<file path="config.mk">
export PLATFORM = sky130hd
export DESIGN_NAME = mem_lsu_flat
export DESIGN_NICKNAME = d
export VERILOG_FILES = /design/src/rtl/mem_lsu_if.sv /design/src/rtl/mem_lsu.sv /design/src/flat_wrapper.sv
export SDC_FILE = /design/constraint.sdc
export NUM_CORES = 1
export LEC_CHECK = 0
export CORE_MARGIN = 10
export CORE_UTILIZATION = 48
export CTS_BUF_LIST = sky130_fd_sc_hd__clkbuf_4 sky130_fd_sc_hd__clkbuf_8
export CTS_CLUSTER_DIAMETER = 50
export CTS_CLUSTER_SIZE = 28
export DETAILED_ROUTE_END_ITERATION = 16
export PLACE_DENSITY = 0.89
export SYNTH_ARGS = -nofsm -noshare
export SYNTH_HDL_FRONTEND = slang
export SYNTH_SLANG_ARGS = --single-unit
</file>
<file path="constraint.sdc">
create_clock -name clk -period 9.7 [get_ports clk]
set_input_delay 1.94 -clock clk [delete_from_list [all_inputs] [get_ports clk]]
set_output_delay 1.94 -clock clk [all_outputs]
set_load 0.02 [all_outputs]
</file>
<file path="src/rtl/mem_lsu_if.sv">
// Data-memory port of the MEM stage: request/ack handshake with a
// single-cycle ack that carries load data in the same cycle.
interface mem_lsu_if;
  logic        mem_req_o;
  logic        mem_we_o;
  logic [31:0] mem_addr_o;
  logic [3:0]  mem_be_o;
  logic [31:0] mem_wdata_o;
  logic        mem_ack_i;
  logic [31:0] mem_rdata_i;

  modport master (
    output mem_req_o, mem_we_o, mem_addr_o, mem_be_o, mem_wdata_o,
    input  mem_ack_i, mem_rdata_i
  );

  modport slave (
    input  mem_req_o, mem_we_o, mem_addr_o, mem_be_o, mem_wdata_o,
    output mem_ack_i, mem_rdata_i
  );
endinterface

</file>
<file path="src/rtl/mem_lsu.sv">
// mem_lsu: MEM pipeline stage. Non-memory results are registered straight
// through; loads/stores run a request/ack transaction on the data port and
// hold the upstream pipeline via stall_req_o until memory answers or the
// WAIT timeout expires.
// Optional feature: define MEM_ALIGN_CHECK_EN to reject misaligned
// halfword/word accesses (no request, err_o pulse, wreg_o=0).
module mem_lsu #(
  parameter int TIMEOUT_CYCLES = 64
) (
  input  logic        clk,
  input  logic        rst,
  input  logic        valid_i,
  input  logic [7:0]  aluop_i,
  input  logic [4:0]  wd_i,
  input  logic        wreg_i,
  input  logic [31:0] wdata_i,
  input  logic [31:0] mem_addr_i,
  input  logic [31:0] reg2_i,
  mem_lsu_if.master   mem,
  output logic        stall_req_o,
  output logic        valid_o,
  output logic [4:0]  wd_o,
  output logic        wreg_o,
  output logic [31:0] wdata_o,
  output logic        err_o
);

  localparam int DATA_W = 32;

  localparam logic [7:0] OP_LB  = 8'b1110_0000;
  localparam logic [7:0] OP_LBU = 8'b1110_0100;
  localparam logic [7:0] OP_LH  = 8'b1110_0001;
  localparam logic [7:0] OP_LHU = 8'b1110_0101;
  localparam logic [7:0] OP_LW  = 8'b1110_0011;
  localparam logic [7:0] OP_SB  = 8'b1110_1000;
  localparam logic [7:0] OP_SH  = 8'b1110_1001;
  localparam logic [7:0] OP_SW  = 8'b1110_1011;

  // Counter only needs to reach TIMEOUT_CYCLES-1; the abort fires on that WAIT cycle.
  localparam int CNT_W = (TIMEOUT_CYCLES > 1) ? $clog2(TIMEOUT_CYCLES) : 1;
  localparam logic [CNT_W-1:0] TO_LAST = CNT_W'((TIMEOUT_CYCLES > 0) ? TIMEOUT_CYCLES - 1 : 0);

  typedef enum logic {S_IDLE, S_WAIT} state_t;

  function automatic logic is_load(input logic [7:0] op);
    return (op == OP_LB) || (op == OP_LBU) || (op == OP_LH) ||
           (op == OP_LHU) || (op == OP_LW);
  endfunction

  function automatic logic is_store(input logic [7:0] op);
    return (op == OP_SB) || (op == OP_SH) || (op == OP_SW);
  endfunction

  function automatic logic [3:0] lane_be(input logic [7:0] op, input logic [1:0] off);
    case (op)
      OP_SB:   return 4'b0001 << off;
      OP_SH:   return off[1] ? 4'b1100 : 4'b0011;
      default: return 4'hF;
    endcase
  endfunction

  function automatic logic [DATA_W-1:0] lane_wdata(input logic [7:0] op, input logic [DATA_W-1:0] d);
    case (op)
      OP_SB:   return {4{d[7:0]}};
      OP_SH:   return {2{d[15:0]}};
      default: return d;
    endcase
  endfunction

  // Select the addressed lane and sign/zero-extend it into the register width.
  function automatic logic [DATA_W-1:0] fmt_load(input logic [7:0] op, input logic [1:0] off,
                                                 input logic [DATA_W-1:0] rd);
    logic signed [7:0]  b;
    logic signed [15:0] h;
    b = rd[8*off +: 8];
    h = off[1] ? rd[31:16] : rd[15:0];
    case (op)
      OP_LB:   return DATA_W'(b);
      OP_LBU:  return {24'b0, b};
      OP_LH:   return DATA_W'(h);
      OP_LHU:  return {16'b0, h};
      default: return rd;
    endcase
  endfunction

`ifdef MEM_ALIGN_CHECK_EN
  function automatic logic misaligned(input logic [7:0] op, input logic [1:0] off);
    case (op)
      OP_LH, OP_LHU, OP_SH: return off[0];
      OP_LW, OP_SW:         return off != 2'b00;
      default:              return 1'b0;
    endcase
  endfunction
`endif

  state_t            state, state_n;
  logic [CNT_W-1:0]  cnt, cnt_n;
  logic              pass, accept, complete, tmo, misal;

  logic [7:0]        op_p0;
  logic [1:0]        off_p0;
  logic [4:0]        wd_p0;
  logic              wreg_p0;

  // State and WAIT-cycle counter register.
  always_ff @(posedge clk or posedge rst) begin
    if (rst) begin
      state <= S_IDLE;
      cnt   <= '0;
    end else begin
      state <= state_n;
      cnt   <= cnt_n;
    end
  end

  // Next state, stall request and the per-cycle event strobes.
  always_comb begin
    state_n     = state;
    cnt_n       = cnt;
    stall_req_o = 1'b0;
    pass        = 1'b0;
    accept      = 1'b0;
    complete    = 1'b0;
    tmo         = 1'b0;
    misal       = 1'b0;
    case (state)
      S_IDLE: begin
        if (valid_i) begin
          if (is_load(aluop_i) || is_store(aluop_i)) begin
`ifdef MEM_ALIGN_CHECK_EN
            if (misaligned(aluop_i, mem_addr_i[1:0])) begin
              misal = 1'b1;
            end else begin
              accept      = 1'b1;
              stall_req_o = 1'b1;
              state_n     = S_WAIT;
              cnt_n       = '0;
            end
`else
            accept      = 1'b1;
            stall_req_o = 1'b1;
            state_n     = S_WAIT;
            cnt_n       = '0;
`endif
          end else begin
            pass = 1'b1;
          end
        end
      end
      S_WAIT: begin
        stall_req_o = ~mem.mem_ack_i;
        if (mem.mem_ack_i) begin
          complete = 1'b1;
          state_n  = S_IDLE;
        end else if ((TIMEOUT_CYCLES != 0) && (cnt == TO_LAST)) begin
          tmo     = 1'b1;
          state_n = S_IDLE;
        end else begin
          cnt_n = cnt + 1'b1;
        end
      end
      default: state_n = S_IDLE;
    endcase
  end

  // Memory request context and the registered MEM/WB result.
  always_ff @(posedge clk or posedge rst) begin
    if (rst) begin
      mem.mem_req_o   <= 1'b0;
      mem.mem_we_o    <= 1'b0;
      mem.mem_addr_o  <= '0;
      mem.mem_be_o    <= '0;
      mem.mem_wdata_o <= '0;
      op_p0           <= '0;
      off_p0          <= '0;
      wd_p0           <= '0;
      wreg_p0         <= 1'b0;
      valid_o         <= 1'b0;
      wd_o            <= '0;
      wreg_o          <= 1'b0;
      wdata_o         <= '0;
      err_o           <= 1'b0;
    end else begin
      valid_o <= 1'b0;
      wreg_o  <= 1'b0;
      err_o   <= 1'b0;
      if (pass) begin
        valid_o <= 1'b1;
        wd_o    <= wd_i;
        wreg_o  <= wreg_i;
        wdata_o <= wdata_i;
      end
      if (accept) begin
        mem.mem_req_o   <= 1'b1;
        mem.mem_we_o    <= is_store(aluop_i);
        mem.mem_addr_o  <= {mem_addr_i[31:2], 2'b00};
        mem.mem_be_o    <= lane_be(aluop_i, mem_addr_i[1:0]);
        mem.mem_wdata_o <= lane_wdata(aluop_i, reg2_i);
        op_p0           <= aluop_i;
        off_p0          <= mem_addr_i[1:0];
        wd_p0           <= wd_i;
        wreg_p0         <= wreg_i;
      end
      if (misal) begin
        valid_o <= 1'b1;
        wd_o    <= wd_i;
        err_o   <= 1'b1;
      end
      if (complete) begin
        mem.mem_req_o <= 1'b0;
        valid_o       <= 1'b1;
        wd_o          <= wd_p0;
        wreg_o        <= is_load(op_p0) & wreg_p0;
        wdata_o       <= is_load(op_p0) ? fmt_load(op_p0, off_p0, mem.mem_rdata_i) : '0;
      end
      if (tmo) begin
        mem.mem_req_o <= 1'b0;
        valid_o       <= 1'b1;
        wd_o          <= wd_p0;
        err_o         <= 1'b1;
      end
    end
  end

endmodule

</file>
<file path="src/flat_wrapper.sv">
// flat-port wrapper written by rule: the top's interface ports become plain ports
module mem_lsu_flat 
#(
  parameter int TIMEOUT_CYCLES = 64
)
  (clk, rst, valid_i, aluop_i, wd_i, wreg_i, wdata_i, mem_addr_i, reg2_i, stall_req_o, valid_o, wd_o, wreg_o, wdata_o, err_o, mem_mem_req_o, mem_mem_we_o, mem_mem_addr_o, mem_mem_be_o, mem_mem_wdata_o, mem_mem_ack_i, mem_mem_rdata_i);
  mem_lsu_if mem_i ();
  input  logic clk;
  input  logic rst;
  input  logic valid_i;
  input  logic [7:0] aluop_i;
  input  logic [4:0] wd_i;
  input  logic wreg_i;
  input  logic [31:0] wdata_i;
  input  logic [31:0] mem_addr_i;
  input  logic [31:0] reg2_i;
  output logic stall_req_o;
  output logic valid_o;
  output logic [4:0] wd_o;
  output logic wreg_o;
  output logic [31:0] wdata_o;
  output logic err_o;
  output wire logic [$bits(mem_i.mem_req_o)-1:0] mem_mem_req_o;
  output wire logic [$bits(mem_i.mem_we_o)-1:0] mem_mem_we_o;
  output wire logic [$bits(mem_i.mem_addr_o)-1:0] mem_mem_addr_o;
  output wire logic [$bits(mem_i.mem_be_o)-1:0] mem_mem_be_o;
  output wire logic [$bits(mem_i.mem_wdata_o)-1:0] mem_mem_wdata_o;
  input wire logic [$bits(mem_i.mem_ack_i)-1:0] mem_mem_ack_i;
  input wire logic [$bits(mem_i.mem_rdata_i)-1:0] mem_mem_rdata_i;
  assign mem_mem_req_o = mem_i.mem_req_o;
  assign mem_mem_we_o = mem_i.mem_we_o;
  assign mem_mem_addr_o = mem_i.mem_addr_o;
  assign mem_mem_be_o = mem_i.mem_be_o;
  assign mem_mem_wdata_o = mem_i.mem_wdata_o;
  assign mem_i.mem_ack_i = mem_mem_ack_i;
  assign mem_i.mem_rdata_i = mem_mem_rdata_i;
  mem_lsu #(.TIMEOUT_CYCLES(TIMEOUT_CYCLES)) u_core (.clk(clk), .rst(rst), .valid_i(valid_i), .aluop_i(aluop_i), .wd_i(wd_i), .wreg_i(wreg_i), .wdata_i(wdata_i), .mem_addr_i(mem_addr_i), .reg2_i(reg2_i), .mem(mem_i), .stall_req_o(stall_req_o), .valid_o(valid_o), .wd_o(wd_o), .wreg_o(wreg_o), .wdata_o(wdata_o), .err_o(err_o));
endmodule
</file>
# After elaboration in Yosys (flattened, before gate mapping)
# Index checks and enable logic that the tools add are counted.
totals:
  latch_bits: 0
  out_inout_bits: 111
  romBits: 0
  ff_bits: 131
  n_memories: 0
  ramBits: 0
op_classes:
  n_eq_ne: 18
  div_mod_pow: 0
  n_mux: 40
  n_reduce_logical: 15
  n_bitwise: 3
  n_shift: 2
  magnitude_cmp: 0
  n_addsub: 1
  n_mul: 0
op_table:
  columns: ["operator", "n"]
  rows:
  - ["one-hot mux 32 bit (4 select lines)", 1]
  - ["equality test 8 bit (second input constant)", 13]
  - ["two-way mux 32 bit", 3]
  - ["one-hot mux 32 bit (2 select lines)", 1]
  - ["variable part select 32 x 6 -> 8 bit", 1]
  - ["two-way mux 6 bit", 4]
  - ["two-way mux 1 bit", 22]
  - ["two-way mux 16 bit", 1]
  - ["two-way mux 5 bit", 3]
  - ["one-hot mux 6 bit (2 select lines)", 1]
  - ["logical OR 1 bit", 11]
  - ["one-hot mux 4 bit (2 select lines)", 1]
  - ["adder 6 x 1 -> 6 bit (second input constant)", 1]
  - ["equality test 6 bit (second input constant)", 1]
  - ["!= test 2 bit (second input constant)", 3]
  - ["nonzero test 3 bit", 2]
  - ["two-way mux 4 bit", 1]
  - ["one-hot mux 1 bit (2 select lines)", 2]
  - ["AND reduction 4 bit", 1]
  - ["left shift 1 x 2 -> 4 bit (first input constant)", 1]
  - ["!= test 2 x 1 -> 1 bit (second input constant)", 1]
  - ["inverter 1 bit", 2]
  - ["nonzero test 2 bit", 1]
  - ["bitwise AND 1 bit", 1]

# Longest topological paths before layout
logic_depth:
  depth_word: 12
  ltp_mapped: 8
  ltp_nobuf: 6

# Least setup slack after synthesis
# Ideal clock, no wire load.
synth_timing:
  kind: "input port to output port"
  startpoint: "in aluop_i[7]"
  endpoint: "out stall_req_o"
  path_buffers: 1
  stages: 5
  t_required_ns: 7.760
  arrival_ns: 2.842
  setup_slack_ns: 4.918
  path_cell_list: "and4b_1 > o21a_1 > nand2_1 > clkbuf_1 > nand2_1"
synth_between:
  elab_chain_cells: 9
synth_lines:
  columns: ["item", "line_no", "text"]
  rows:
  - ["from (decl)", "flat_wrapper.sv:11", "input logic [7:0] aluop_i;"]
  - ["equality test 8 bit", "mem_lsu.sv:46", "return (op == OP_LB) || (op == OP_LBU) || (op == OP_LH) ||"]
  - ["logical OR 1 bit (3 in a row)", "mem_lsu.sv:46", null]
  - ["logical OR 1 bit", "mem_lsu.sv:47", "(op == OP_LHU) || (op == OP_LW);"]
  - ["logical OR 1 bit *", "mem_lsu.sv:129", "if (is_load(aluop_i) || is_store(aluop_i)) begin"]
  - ["two-way mux 1 bit *", "mem_lsu.sv:129", null]
  - ["two-way mux 1 bit *", "mem_lsu.sv:128", "if (valid_i) begin"]
  - ["one-hot mux 1 bit (2 select lines) *", "mem_lsu.sv:126", "case (state)"]
  - ["to (decl)", "flat_wrapper.sv:17", "output logic stall_req_o;"]
# Every way passes the cells marked *; elsewhere a longest branch is shown, timed or not.

# Worst setup path in the final report
layout_timing:
  startpoint: "in aluop_i[0]"
  endpoint: "out stall_req_o"
# Same word-level chain as after synthesis.

==> flow_metrics.py <==
metrics = {
    "run_status": {
        "status": "finished, final reports clean",
    },
    "cells_and_area": {
        "final_cell_mix": "clkdlybuf4s50_1 (254), nand2_1 (198), dfrtp_1 (131)",
        "nNetsFinal": 1072,
        "diodes": 0,
        "drive_gt1_share_pct": 4.81,
        "final_common_cell": "clkdlybuf4s50_1",
        "stdcell_area_mm2": 0.00908,
        "fillers": 943,
        "area_delta_synth_final_pct": 49.4,
    },
    "synthesis": {
        "netlist_instances": 691,
        "ys_ff_latch": 131,
        "ys_warn_count": 0,
        "synth_edf_count": 0,
        "async_flop_share_pct": 100,
        "avgSynthCellArea_um2": 8.79,
        "dominantRegCellSynth": "dfrtp_1",
        "yosysUniqueCellTypes": 39,
        "synth_seq_area_share_pct": 53.9,
        "synth_area_mm2": 0.00608,
    },
    "critical_path": {
        "endpoint_kind": "output pin",
        "path_max_fanout": 112,
        "worstReg2RegStart": "u_core.op_p0[0]",
        "cpMaxStageDelayCell": "clkdlybuf4s50_1",
        "slowest_delay_ps": 920,
        "cp.arrival_ps": 4850,
        "crit_type": "in2out",
        "startpoint_type": "input port",
        "crit_top_cell": "clkdlybuf4s50_1",
        "timing.reg2reg.setup_slack_ps": 7210,
        "regToRegEndpoint": "u_core.wdata_o[4]",
        "crit_chain": "clkdlybuf4s50_1 > nor2b_1 > o21a_1 > nand2_4 > nand2_1 > clkdlybuf4s50_1",
        "r2r_cells": 5,
        "cp.required_ps": 7760,
    },
    "global_route": {
        "antenna_found_initial": 0,
        "grt_max_degree": 113,
        "grt_pass1_wl_mm": 34.1,
        "grt_pass1_vias": 6084,
        "gr-total-overflow": 0,
        "grt_usage_pct": 24.5,
    },
    "die": {
        "coreArea_mm2": 0.0125,
        "std_cell_rows": 41,
        "die-width_um": 133,
        "chipHeight_um": 133,
        "die_area_mm2": 0.0176,
        "num_io_pins": 257,
        "initial_core_util_pct": 48.6,
    },
    "clocking": {
        "clk_latency_ps": 430,
        "cts.sinks": 131,
        "htreeDepth": 4,
        "cts_max_path_buffers": 2,
        "cts_tree": "built",
        "numCtsBuffers": 17,
        "root_buffer": "clkbuf_8",
        "cts_resized": 0,
        "cts_hold_buffers": 0,
        "clk_pin_slew_ps": 70,
        "cts_setup_buffers": 0,
    },
    "place": {
        "place_area_mm2": 0.00870,
        "gp_congestion": 0.901,
        "hpwl_mm": 15.9,
        "place_ws_ps": 2890,
        "port_buffers": 254,
    },
    "routing": {
        "wl_met2_mm": 10.2,
        "wl_mm": 21.8,
        "top_layer": "met4",
        "first_pass_iters": 5,
        "dr_wl_met3_mm": 3.01,
        "drt_iter0_drc": 534,
        "drcViolationCount": 0,
        "routed_via_density": 5.38,
        "wl_per_cell_um": 19.7,
        "antenna_left": 0,
        "wl_met1_mm": 8.19,
        "vias": 5957,
    },
    "timing": {
        "postLayoutSetupSlackWorst_ps": 2910,
        "rsz0062_at_grt": "no",
        "hold_viol_final": 0,
        "fmax_mhz": 147,
        "worstMarginPinSlew_ps": 1200,
        "slew_violations": 0,
        "clock_skew_ps": 9.49,
        "period_needed_ps": 6790,
        "totalNegativeSetupSlack_ps": 0,
        "finalSetupViolations": 0,
        "hold_ws_ps": 474,
        "relSlewSlack_pct": 19.7,
        "finalCritPeriodShare_pct": 70.0,
    },
    "power": {
        "internal_power_mw": 1.14,
        "clock_power_share_pct": 26.2,
        "p_switching_mw": 0.555,
        "pwr-share-comb_pct": 31.5,
        "power.density_mw_per_mm2": 186,
        "ir_drop_uv": 145,
        "power_mw": 1.69,
        "power_leakage_nw": 4.06,
        "pwr-share-seq_pct": 42.4,
        "swShare_pct": 32.8,
    },
    "worst_hold_path": {
        "min_path_cells": 2,
        "min_from": "u_core.mem.mem_addr_o[9]",
        "hp-class": "reg2reg",
        "hold_end": "u_core.mem.mem_addr_o[9]",
    },
    "run": {
        "drv_cap": 0,
    },
}
[state kept, by name, summed over array words and instances, names as in the netlist, 2 cells and up]
name                    flops
u_core.mem.mem_be_o         4
u_core.wd_o                 5
u_core.off_p0               2
u_core.mem.mem_wdata_o     32
u_core.wd_p0                5
u_core.wdata_o             32
u_core.mem.mem_addr_o      30
u_core.cnt                  6
u_core.op_p0                8
[power groups by stage]
stage               combinational, mW  clock (mW)  sequential, mW
global route                    0.573       0.476           0.730
detailed placement              0.531           0           0.723
finish                          0.532       0.443           0.716
global placement                0.523           0           0.720
floorplan                       0.167           0           0.799
CTS                             0.537       0.451           0.715
[Yosys cell counts, drive strengths merged (2+ instances only)]
| cell type | instances | share of area, % |
|---|---|---|
| nand2 | 199 | 12 |
| dfrtp | 131 | 54 |
| o21ai | 80 | 6.6 |
| nor2 | 62 | 3.9 |
| a21oi | 40 | 3.3 |
| mux2i | 32 | 5.3 |
| clkbuf | 30 | 1.9 |
| nand3 | 20 | 1.6 |
| buf | 16 | 1.5 |
| a31oi | 13 | 1.3 |
| nor3 | 11 | 0.91 |
| a221o | 7 | 1.2 |
| inv | 6 | 0.37 |
| nand2b | 6 | 0.62 |
| o221a | 6 | 1.1 |
| nor2b | 5 | 0.51 |
| nand4 | 4 | 0.41 |
| and2 | 3 | 0.31 |
| a22o | 2 | 0.29 |
| and3 | 2 | 0.21 |
| o211ai | 2 | 0.25 |
| o21a | 2 | 0.25 |
[cells by family (layout without fill, tap and decap cells)]
| logic type | count (synthesis) | count (layout) | share of synthesized area, % |
|---|---|---|---|
| simple gates | 314 | 314 | 21.2 |
| buf+inv | 52 | 296 | 3.69 |
| mux | 33 | 33 | 5.46 |
| fa+ha+maj | 1 | 1 | 0.206 |
| other cells | 1 | 2 | 0.0617 |
| compound gates | 158 | 158 | 15.3 |
| xor+xnor | 1 | 1 | 0.144 |
| flops | 131 | 131 | 53.9 |
[metal layers]
layer  GRT usage (%)  up-vias
li1                -     2799
met1            27.7     2829
met2            38.6      294
met3            13.4       35
met4            8.31        0
met5               0        -
[layout make-up]
cell class / count / area (µm²) / area share [%]
clock buffer: 25 / 325 / 3.58
clock inverter: 5 / 50.0 / 0.551
inverter: 6 / 25.0 / 0.276
multi-input combinational: 509 / 2600 / 28.6
sequential: 131 / 3280 / 36.1
tap: 172 / 215 / 2.37
timing repair buffer: 260 / 2590 / 28.5
[worst max-delay path: cells and delay by family]
family / cells / cell delay [ps]
buffers and inverters: 2 / 1560
AND/OR/NAND/NOR: 3 / 1090
AO/OA/AOI/OAI: 1 / 240
[how the worst max path moves through the flow]
| stage | cells past startpoint | start | to | slack, ps |
|---|---|---|---|---|
| after floorplan | 1 | rst | u_core.cnt[0] | 4260 |
| after global placement | 6 | aluop_i[0] | stall_req_o | 2850 |
| after CTS | 6 | aluop_i[0] | stall_req_o | 2870 |
| after detailed placement | 6 | aluop_i[0] | stall_req_o | 2890 |
| after global routing | 6 | aluop_i[0] | stall_req_o | 2700 |
| final | 6 | aluop_i[0] | stall_req_o | 2910 |
[metrics by stage]
stage	utilization, %	instances
4_1_cts	72.5	1108
5_1_grt	72.5	1108
6_report	72.5	1108
3_3_place_gp	69.5	1078
3_5_place_dp	69.5	1078
2_1_floorplan	-	692
Note: power is estimated with default switching activity, not from simulation.
